<file path="src/rtl/copr_stream_pkg.sv">
// Shared defaults, derived widths and lane placement for the stream packer.
// Define COPR_PACKER_BIG_ENDIAN_EN to place the first beat of a word in the MSBs.
package copr_stream_pkg;

  localparam int unsigned IN_BYTES_DEF = 2;
  localparam int unsigned RATIO_DEF    = 2;
  localparam int unsigned LANE_W_DEF   = 8 * IN_BYTES_DEF;
  localparam int unsigned WORD_W_DEF   = LANE_W_DEF * RATIO_DEF;
  localparam int unsigned STRB_W_DEF   = IN_BYTES_DEF * RATIO_DEF;

  // What the output register is loaded with on the coming edge.
  typedef enum logic [1:0] {
    LoadNone,
    LoadFull,
    LoadFlush
  } load_e;

  function automatic int unsigned lane_w(input int unsigned in_bytes);
    return 8 * in_bytes;
  endfunction

  function automatic int unsigned word_w(input int unsigned in_bytes, input int unsigned ratio);
    return 8 * in_bytes * ratio;
  endfunction

  function automatic int unsigned strb_w(input int unsigned in_bytes, input int unsigned ratio);
    return in_bytes * ratio;
  endfunction

  // Bit-slot index inside the packed word for the k-th accepted lane.
  function automatic int unsigned lane_idx(input int unsigned k, input int unsigned ratio);
`ifdef COPR_PACKER_BIG_ENDIAN_EN
    return ratio - 1 - k;
`else
    return (k < ratio) ? k : 0;
`endif
  endfunction

endpackage

</file>
<file path="src/rtl/copr_stream_out_reg.sv">
// Output word register with valid/ready hold: loads a word, keeps it stable
// until the consumer takes it, and can reload in the same cycle it drains.
module copr_stream_out_reg
  import copr_stream_pkg::*;
#(
  parameter int unsigned DATA_W = WORD_W_DEF,
  parameter int unsigned STRB_W = STRB_W_DEF
) (
  input  logic              clk_i,
  input  logic              rst_i,
  input  logic              load,
  input  logic [DATA_W-1:0] load_data,
  input  logic [STRB_W-1:0] load_strb,
  input  logic              out_ready,
  output logic              out_valid,
  output logic [DATA_W-1:0] out_data,
  output logic [STRB_W-1:0] out_strb
);

  always_ff @(posedge clk_i) begin
    if (rst_i) begin
      out_valid <= 1'b0;
      out_data  <= '0;
      out_strb  <= '0;
    end else if (load) begin
      out_valid <= 1'b1;
      out_data  <= load_data;
      out_strb  <= load_strb;
    end else if (out_ready) begin
      out_valid <= 1'b0;
    end
  end

  // A stalled word must not change under the consumer.
  hold_stable: assert property (@(posedge clk_i) disable iff (rst_i)
    (out_valid && !out_ready) |=> (out_valid && $stable(out_data) && $stable(out_strb)));

endmodule

</file>
<file path="src/rtl/copr_stream_packer.sv">
// Packs RATIO narrow input beats into one wide output word, with flush of partial words.
// Lane order follows COPR_PACKER_BIG_ENDIAN_EN (first beat in MSBs when defined).
module copr_stream_packer
  import copr_stream_pkg::*;
#(
  parameter int unsigned IN_BYTES = IN_BYTES_DEF,
  parameter int unsigned RATIO    = RATIO_DEF
) (
  input  logic                        clk_i,
  input  logic                        rst_i,
  input  logic [8*IN_BYTES-1:0]       in_data,
  input  logic [IN_BYTES-1:0]         in_strb,
  input  logic                        in_valid,
  output logic                        in_ready,
  input  logic                        flush_i,
  output logic [8*IN_BYTES*RATIO-1:0] out_data,
  output logic [IN_BYTES*RATIO-1:0]   out_strb,
  output logic                        out_valid,
  input  logic                        out_ready,
  output logic                        busy_o
);

  localparam int unsigned LANE_W = lane_w(IN_BYTES);
  localparam int unsigned WORD_W = word_w(IN_BYTES, RATIO);
  localparam int unsigned STRB_W = strb_w(IN_BYTES, RATIO);
  localparam int unsigned CNT_W  = $clog2(RATIO);
  localparam logic [CNT_W-1:0] LastLane = CNT_W'(RATIO - 1);

  logic [CNT_W-1:0]    cnt_q, cnt_d;
  logic                flush_pending_q, flush_pending_d;
  logic [LANE_W-1:0]   acc_data_q [RATIO-1];
  logic [IN_BYTES-1:0] acc_strb_q [RATIO-1];

  logic [LANE_W-1:0]   lane_data [RATIO];
  logic [IN_BYTES-1:0] lane_strb [RATIO];
  logic [WORD_W-1:0]   load_data;
  logic [STRB_W-1:0]   load_strb;
  load_e               load_kind;
  logic                out_free;
  logic                accept;

  // The last lane only blocks when the output register cannot take the word.
  always_comb begin
    out_free = !out_valid || out_ready;
    in_ready = !rst_i && !flush_pending_q && ((cnt_q != LastLane) || out_free);
    accept   = in_valid && in_ready;

    load_kind = LoadNone;
    if (accept && (cnt_q == LastLane)) begin
      load_kind = LoadFull;
    end else if (flush_pending_q && out_free) begin
      load_kind = LoadFlush;
    end
  end

  always_comb begin
    cnt_d           = cnt_q;
    flush_pending_d = flush_pending_q;
    unique case (load_kind)
      LoadFull: cnt_d = '0;
      LoadFlush: begin
        cnt_d           = '0;
        flush_pending_d = 1'b0;
      end
      default: begin
        if (accept) cnt_d = cnt_q + CNT_W'(1);
      end
    endcase
    // A beat that completes the word already emits it, so no extra partial word.
    if (flush_i && !flush_pending_q && ((cnt_q != '0) || accept) && (load_kind != LoadFull)) begin
      flush_pending_d = 1'b1;
    end
  end

  // Unfilled lanes read zero because the accumulator is cleared on every load.
  always_comb begin
    for (int unsigned k = 0; k < RATIO - 1; k++) begin
      lane_data[k] = acc_data_q[k];
      lane_strb[k] = acc_strb_q[k];
    end
    lane_data[RATIO-1] = (load_kind == LoadFull) ? in_data : '0;
    lane_strb[RATIO-1] = (load_kind == LoadFull) ? in_strb : '0;

    load_data = '0;
    load_strb = '0;
    for (int unsigned k = 0; k < RATIO; k++) begin
      load_data[lane_idx(k, RATIO)*LANE_W +: LANE_W]     = lane_data[k];
      load_strb[lane_idx(k, RATIO)*IN_BYTES +: IN_BYTES] = lane_strb[k];
    end
  end

  always_ff @(posedge clk_i) begin
    if (rst_i) begin
      cnt_q           <= '0;
      flush_pending_q <= 1'b0;
      for (int unsigned k = 0; k < RATIO - 1; k++) begin
        acc_data_q[k] <= '0;
        acc_strb_q[k] <= '0;
      end
    end else begin
      cnt_q           <= cnt_d;
      flush_pending_q <= flush_pending_d;
      for (int unsigned k = 0; k < RATIO - 1; k++) begin
        if (load_kind != LoadNone) begin
          acc_data_q[k] <= '0;
          acc_strb_q[k] <= '0;
        end else if (accept && (cnt_q == CNT_W'(k))) begin
          acc_data_q[k] <= in_data;
          acc_strb_q[k] <= in_strb;
        end
      end
    end
  end

  copr_stream_out_reg #(
    .DATA_W (WORD_W),
    .STRB_W (STRB_W)
  ) u_out_reg (
    .clk_i     (clk_i),
    .rst_i     (rst_i),
    .load      (load_kind != LoadNone),
    .load_data (load_data),
    .load_strb (load_strb),
    .out_ready (out_ready),
    .out_valid (out_valid),
    .out_data  (out_data),
    .out_strb  (out_strb)
  );

  assign busy_o = (cnt_q != '0) || flush_pending_q || out_valid;

endmodule

</file>
<file path="config.mk">
export PLATFORM = sky130hd
export DESIGN_NAME = copr_stream_packer
export DESIGN_NICKNAME = d
export VERILOG_FILES = /design/src/rtl/copr_stream_pkg.sv /design/src/rtl/copr_stream_out_reg.sv /design/src/rtl/copr_stream_packer.sv
export SDC_FILE = /design/constraint.sdc
export NUM_CORES = 1
export LEC_CHECK = 0
export ABC_CLOCK_PERIOD_IN_PS = 2000
export BUFFER_PORTS_ARGS = -buffer_cell sky130_fd_sc_hd__buf_2
export CAP_MARGIN = 40
export CORE_UTILIZATION = 40
export CTS_CLUSTER_SIZE = 20
export DETAILED_ROUTE_END_ITERATION = 6
export PLACE_DENSITY = 0.75
export SETUP_SLACK_MARGIN = 0.1
export SLEW_MARGIN = 40
export SYNTH_ARGS = -nofsm -noshare
export SYNTH_HDL_FRONTEND = slang
export SYNTH_SLANG_ARGS = --single-unit
</file>
<file path="constraint.sdc">
create_clock -name clk_i -period 2 [get_ports clk_i]
set_input_delay 0 -clock clk_i [delete_from_list [all_inputs] [get_ports clk_i]]
set_output_delay 0 -clock clk_i [all_outputs]
set_load 0.05 [all_outputs]
</file>
* Yosys cells after proc, flatten, opt, wreduce, memory -nomap -nowiden
Memory sizes are Yosys's and may differ from the RTL's. A register that Yosys moved wholly into a read port is not among the register bits.
Index checks and enable logic that the tools add are counted.
Widths: inputs -> output; s select.
** Cells by class
- $add $sub $neg :: 1
- Equal/unequal tests :: 3
- Muxes and demuxes :: 25
- Bitwise logic cells :: 1
- Reduce and logical (&&, ||, !) cells :: 25
** Operators by type and width (count)
- $mux 16 :: 3
- $reduce_or 16->1 :: 2
- $mux 1 :: 17
- $mux 2 :: 5
- $logic_and 1x1->1 :: 9
- $reduce_bool 2->1 :: 3
- $logic_or 1x1->1 :: 5
- $reduce_or 2->1 :: 2
- $logic_not 1->1 :: 3
- $reduce_or 3->1 :: 1
- $eq 2x1->1 const B :: 1
- $eq 2x2->1 const B :: 1
- $ne 2x1->1 const B :: 1
- $add 1x1->1 const B :: 1
- $not 1->1 :: 1
** Word-level totals
- Bits in registers :: 39
- Bits in writable memories :: 18
- Input bits :: 23
- Output and inout port bits :: 39
- Word-level logic and storage cells :: 62
- Memories kept :: 2
** Memories
- acc_data_q :: words 1, width 16, read ports 1, clocked after Yosys merged registers in 1, wr ports 1, RTL line copr_stream_packer.sv:31 : logic [LANE_W-1:0] acc_data_q [RATIO-1];
- acc_strb_q :: words 1, width 2, read ports 1, clocked after Yosys merged registers in 1, wr ports 1, RTL line copr_stream_packer.sv:32 : logic [IN_BYTES-1:0] acc_strb_q [RATIO-1];

* Depth between registers and ports, before layout
- Word-level depth :: 14
- Mapped depth :: 6
- Mapped depth without buffers :: 3

* Cells and area by module
Synthesis repeated with hierarchy kept, for this count alone.
** Second synthesis, totals
- Cells, all modules :: 199
- Area, all modules :: 2337.2 um^2
** By module, submodules not included
- copr_stream_out_reg :: instances 1, cells each 120, area an instance 1341.3 um^2, sequential area each 740.7 um^2
- copr_stream_packer :: instances 1, cells each 79, area an instance 996.0 um^2, sequential area each 580.6 um^2

* Worst setup path after synthesis
Ideal clock, no wire load.
- Path kind :: reg-to-output
- Start point :: reg u_out_reg.out_valid
- End point :: out in_ready
- Arrival :: 2010 ps
- Data required time :: 2000 ps
- Path slack :: -10 ps
- Stages on the path, launching flop included :: 3
- Path buffers :: 0
- Cell sequence :: dfxtp_1 > and2b_1 > a211oi_1
** On the way
- Longest elaborated chain between the ends :: 4
** RTL lines
- from (decl) :: RTL line copr_stream_out_reg.sv:15 : output logic out_valid,
- from (signal assigned) :: RTL line copr_stream_out_reg.sv:22 : out_valid <= 1'b0;
- from (signal assigned) :: RTL line copr_stream_out_reg.sv:26 : out_valid <= 1'b1;
- from (signal assigned) :: RTL line copr_stream_out_reg.sv:30 : out_valid <= 1'b0;
- $logic_not 1->1 :: RTL line copr_stream_packer.sv:44 : out_free = !out_valid || out_ready;
- $logic_or 1x1->1 :: RTL line copr_stream_packer.sv:44
- $logic_or 1x1->1 :: RTL line copr_stream_packer.sv:45 : in_ready = !rst_i && !flush_pending_q && ((cnt_q != LastLane) || out_free);
- $logic_and 1x1->1 :: RTL line copr_stream_packer.sv:45
- to (decl) :: RTL line copr_stream_packer.sv:14 : output logic in_ready,
No other way between the ends.

* Worst setup path after layout
- Start point :: reg cnt_q
- End point :: reg u_out_reg.out_data[31]
** On the way
- Longest elaborated chain between the ends :: 8
- Elaborated cells between the ends (all ways) :: 9
- Classes of those cells :: eq/ne (1); mux (2); bitwise (1); reduce/logical (5)
** RTL lines
- from (decl) :: RTL line copr_stream_packer.sv:29 : logic [CNT_W-1:0] cnt_q, cnt_d;
- from (signal assigned) :: RTL line copr_stream_packer.sv:101 : cnt_q <= cnt_d;
- $not 1->1 :: RTL line copr_stream_packer.sv:45
- $logic_or 1x1->1 :: RTL line copr_stream_packer.sv:45
- $logic_and 1x1->1 :: RTL line copr_stream_packer.sv:45
- $logic_and 1x1->1 :: RTL line copr_stream_packer.sv:46 : accept = in_valid && in_ready;
- $logic_and 1x1->1 (*) :: RTL line copr_stream_packer.sv:49 : if (accept && (cnt_q == LastLane)) begin
- $mux 2 (*) :: RTL line copr_stream_packer.sv:49
- $eq 2x1->1 :: RTL line copr_stream_packer.sv:81 : lane_data[RATIO-1] = (load_kind == LoadFull) ? in_data : '0;
- $mux 16 :: RTL line copr_stream_packer.sv:81
- to (signal assigned) :: RTL line copr_stream_out_reg.sv:27 : out_data <= load_data;
- to (decl) :: RTL line copr_stream_out_reg.sv:16 : output logic [DATA_W-1:0] out_data,
Every way passes the cells marked *; elsewhere a longest branch is shown, timed or not.
A chain may end at the register's enable or synchronous reset.

==> results by group <==
Power
  • Switching power total: 0.7516 mW
  • Switching share of power: 0.2817
  • Clock network power share: 0.317
  • Max VDD drop: between 500 and 600 uV
  • Leak: 1.283 nW
  • Internal Power: 1.917 mW
  • Sequential power share: 0.503
  • Tot Pwr: 2.668 mW
  • Comb power frac: 0.179
  • Pwr per Cell Area: slightly above 900 nW/um^2

Timing
  • Final period util: 0.7507
  • Final-report hold violation count: 0
  • Max Clock Freq: 666.1 MHz
  • RSZ-0062 raised after global routing: no
  • Final Setup Violations: 0
  • Tmin final: roughly 1.5 ns
  • Max-slew headroom: 0.5697
  • Fin Setup TNS: 0 ns
  • Count of pins over their slew limit: 0
  • Final Skew: ~0.0063 ns
  • Final worst slack: 0.4987 ns
  • Least-Margin Pin Slew: 0.6433 ns

Clock network
  • Sink Count: 57
  • Post-CTS resize count: 0
  • Worst-path clk slew: approximately 0.060 ns
  • Inserted Clock Buffers: 9
  • Clk_lat worst skew: 0.32 ns
  • H-tree depth: 3
  • CTS Hold Buffers Added: 19
  • CTS root buffer: clkbuf_8
  • Setup Buffers After CTS: 0
  • Clock Path Buffers: 2
  • CTS tree: done

Worst setup path
  • CP max FO: 18
  • Critical Path AT: 1.76 ns
  • WP data required: between 2 and 2.5 ns
  • Crit start category: register
  • Terminus of the critical flop-to-flop path: u_out_reg.out_data[31]
  • CP Class: reg -> reg
  • FF-to-FF path depth: 3
  • RR Startpoint: cnt_q
  • Reg2reg setup slack: around 0.50 ns
  • Crit end category: register

Floorplanning
  • Num ports: 62
  • Die Ht: 76.56 um
  • Die span in x: around 77 um
  • Initial core utilization: 0.4245
  • Core area: roughly 5200 um^2
  • Die ar.: 5861 um^2
  • Rows: 26

Placed design
  • Setup slack after placement: 0.4953 ns
  • I/O Buffers: 61
  • Post-DP HPWL: about 2700 um
  • Placed cell areas: ~2600 um^2
  • Placer Congestion: about 0.67

Yosys
  • Top_reg_cell synth: dfxtp_1
  • Async set-or-reset flop fraction in the synthesized netlist: 0
  • Post-synth EDFFs: 18
  • Leading area contributor after synthesis: dfxtp_1
  • Mapped Cells: 176
  • Syn_area_per_cell: ~13 um^2
  • Sequential area share after synthesis: 0.5943
  • Mapped Nets: 199
  • Share of the synthesized area in the top cell type: 0.3512
  • Main area contributors after synthesis: dfxtp_1, edfxtp_1, nand2b_1
  • Post-synth cell types: 28
  • Mapped cell area: 2223 um^2
  • Post-synthesis sequential element count: 57
  • Number of synthesis warnings: 0

Cells and area
  • Fraction of layout cells with a size suffix above 1: 0.3019
  • Nets: approximately 280
  • Reg area: about 1300 um^2
  • Multi-input gate area: between 800 and 900 um^2
  • Antenna cells: 0
  • P&R area growth vs syn: 31.46%
  • Cell area after layout: 2923 um^2
  • FILL cells: 427

Global route
  • All-Layer GR Usage: 0.1545
  • First-pass GRT wire length: ~7100 um
  • Initial antenna violation count: 0
  • Vias in the first global route: 1516
  • Largest net degree at the start of global routing: 43
  • Total congestion overflow: 0

Route
  • Vias per inst: 4.540
  • Drt total wl: approximately 4300 um
  • Starting DRT DRC Count: 100
  • Routed Antenna Nets: 0
  • DRC viols: 0
  • TritonRoute pass-1 iters: 4
  • Avg WL per Cell: around 13 um
  • Via count: 1521

Worst hold path
  • Hold Path Sink: u_out_reg.out_valid
  • Hold Crit Start: out_ready
  • Hold Crit Class: in -> reg
  • Hold Crit Depth: 3

Flow run
  • Max-Cap Viols: 0

Run status
  • Status: finished, final reports clean
Yosys cell counts (all sizes together) (2+ instances only):
| master | number |
|---|---|
| dfxtp | 39 |
| nand2b | 38 |
| a21oi | 2 |
| mux2i | 18 |
| edfxtp | 18 |
| buf | 6 |
| a22o | 18 |
| and2 | 18 |
| clkbuf | 5 |
power by group through the flow:
stage                     sequential (mW)  clock [mW]  combinational (mW)
after floorplan                      1.50           0               0.216
after global routing                 1.35       0.929               0.508
after detailed placement             1.37           0               0.453
after CTS                            1.34       0.867               0.481
final                                1.34       0.847               0.479
after global placement               1.36           0               0.447
logic make-up after synthesis:
kind of cell	count (synthesis)	share of synthesized area
simple gates	62	0.1925
mux	18	0.08103
flops	57	0.5943
compound gates	26	0.09567
xor+xnor	1	0.003940
buf+inv	12	0.03263
state kept, by name (all words and copies together), names as in the netlist:
signal               count
u_out_reg.out_valid      1
u_out_reg.out_data      32
flush_pending_q          1
cnt_q                    1
acc_data_q              16
u_out_reg.out_strb       4
acc_strb_q               2
cell usage in the layout, fill, tap and decap left out:
| cell | count |
|---|---|
| dlygate4sd3_1 | 19 |
| and2b_1 | 1 |
| inv_2 | 1 |
| a21o_1 | 1 |
| a22oi_1 | 1 |
| clkbuf_8 | 9 |
| o21ai_0 | 1 |
| clkbuf_1 | 7 |
| nand2b_1 | 38 |
| a21oi_2 | 1 |
| a21oi_1 | 1 |
| nor2_1 | 1 |
| dfxtp_1 | 39 |
| buf_2 | 61 |
| nor3_4 | 1 |
| a21boi_0 | 1 |
| a31oi_1 | 1 |
| nand3b_4 | 1 |
| or3_1 | 1 |
| a211oi_2 | 1 |
| edfxtp_1 | 18 |
| mux2i_1 | 18 |
| a22o_1 | 18 |
| nor4b_4 | 1 |
| xor2_1 | 1 |
| buf_4 | 4 |
| and2_1 | 18 |
critical path, stage by stage (launching register included):
cell and delay, ns:
dfxtp_1 0.56, nand3b_4 0.14, nor3_4 0.52, a22o_1 0.23
layer usage:
| metal | share of wire | GRT usage |
|---|---|---|
| met5 | 0 | 0 |
| met4 | 0.013 | 0.08846 |
| met3 | 0.040 | 0.03832 |
| met2 | 0.45 | 0.2324 |
| met1 | 0.50 | 0.2015 |
worst max path at each step:
stage | from | to | slack (ns) | cells after the start
after global placement | cnt_q | u_out_reg.out_data[27] | 0.56 | 3
after global routing | cnt_q | u_out_reg.out_data[31] | 0.37 | 3
after CTS | cnt_q | u_out_reg.out_strb[3] | 0.48 | 3
final | cnt_q | u_out_reg.out_data[31] | 0.50 | 3
after floorplan | u_out_reg.out_valid | acc_data_q[0][0] | 0.16 | 4
after detailed placement | cnt_q | u_out_reg.out_data[18] | 0.50 | 3
stage by stage:
stage	std cells	util	hold WS, ns
after global placement	300	0.4931	0.2276
after floorplan	176	-	0.1255
after global routing	335	0.5581	0.05074
after CTS	335	0.5581	0.02883
final	335	0.5581	0.04858
after detailed placement	300	0.4931	0.2319
layout make-up:
type / instances / share of cell area
sequential: 57 / 0.4521
multi-input combinational: 107 / 0.2855
timing repair buffer: 84 / 0.1798
clock buffer: 16 / 0.05137
tap: 70 / 0.02997
inverter: 1 / 0.001284
Power figures use the tool's default switching activity.
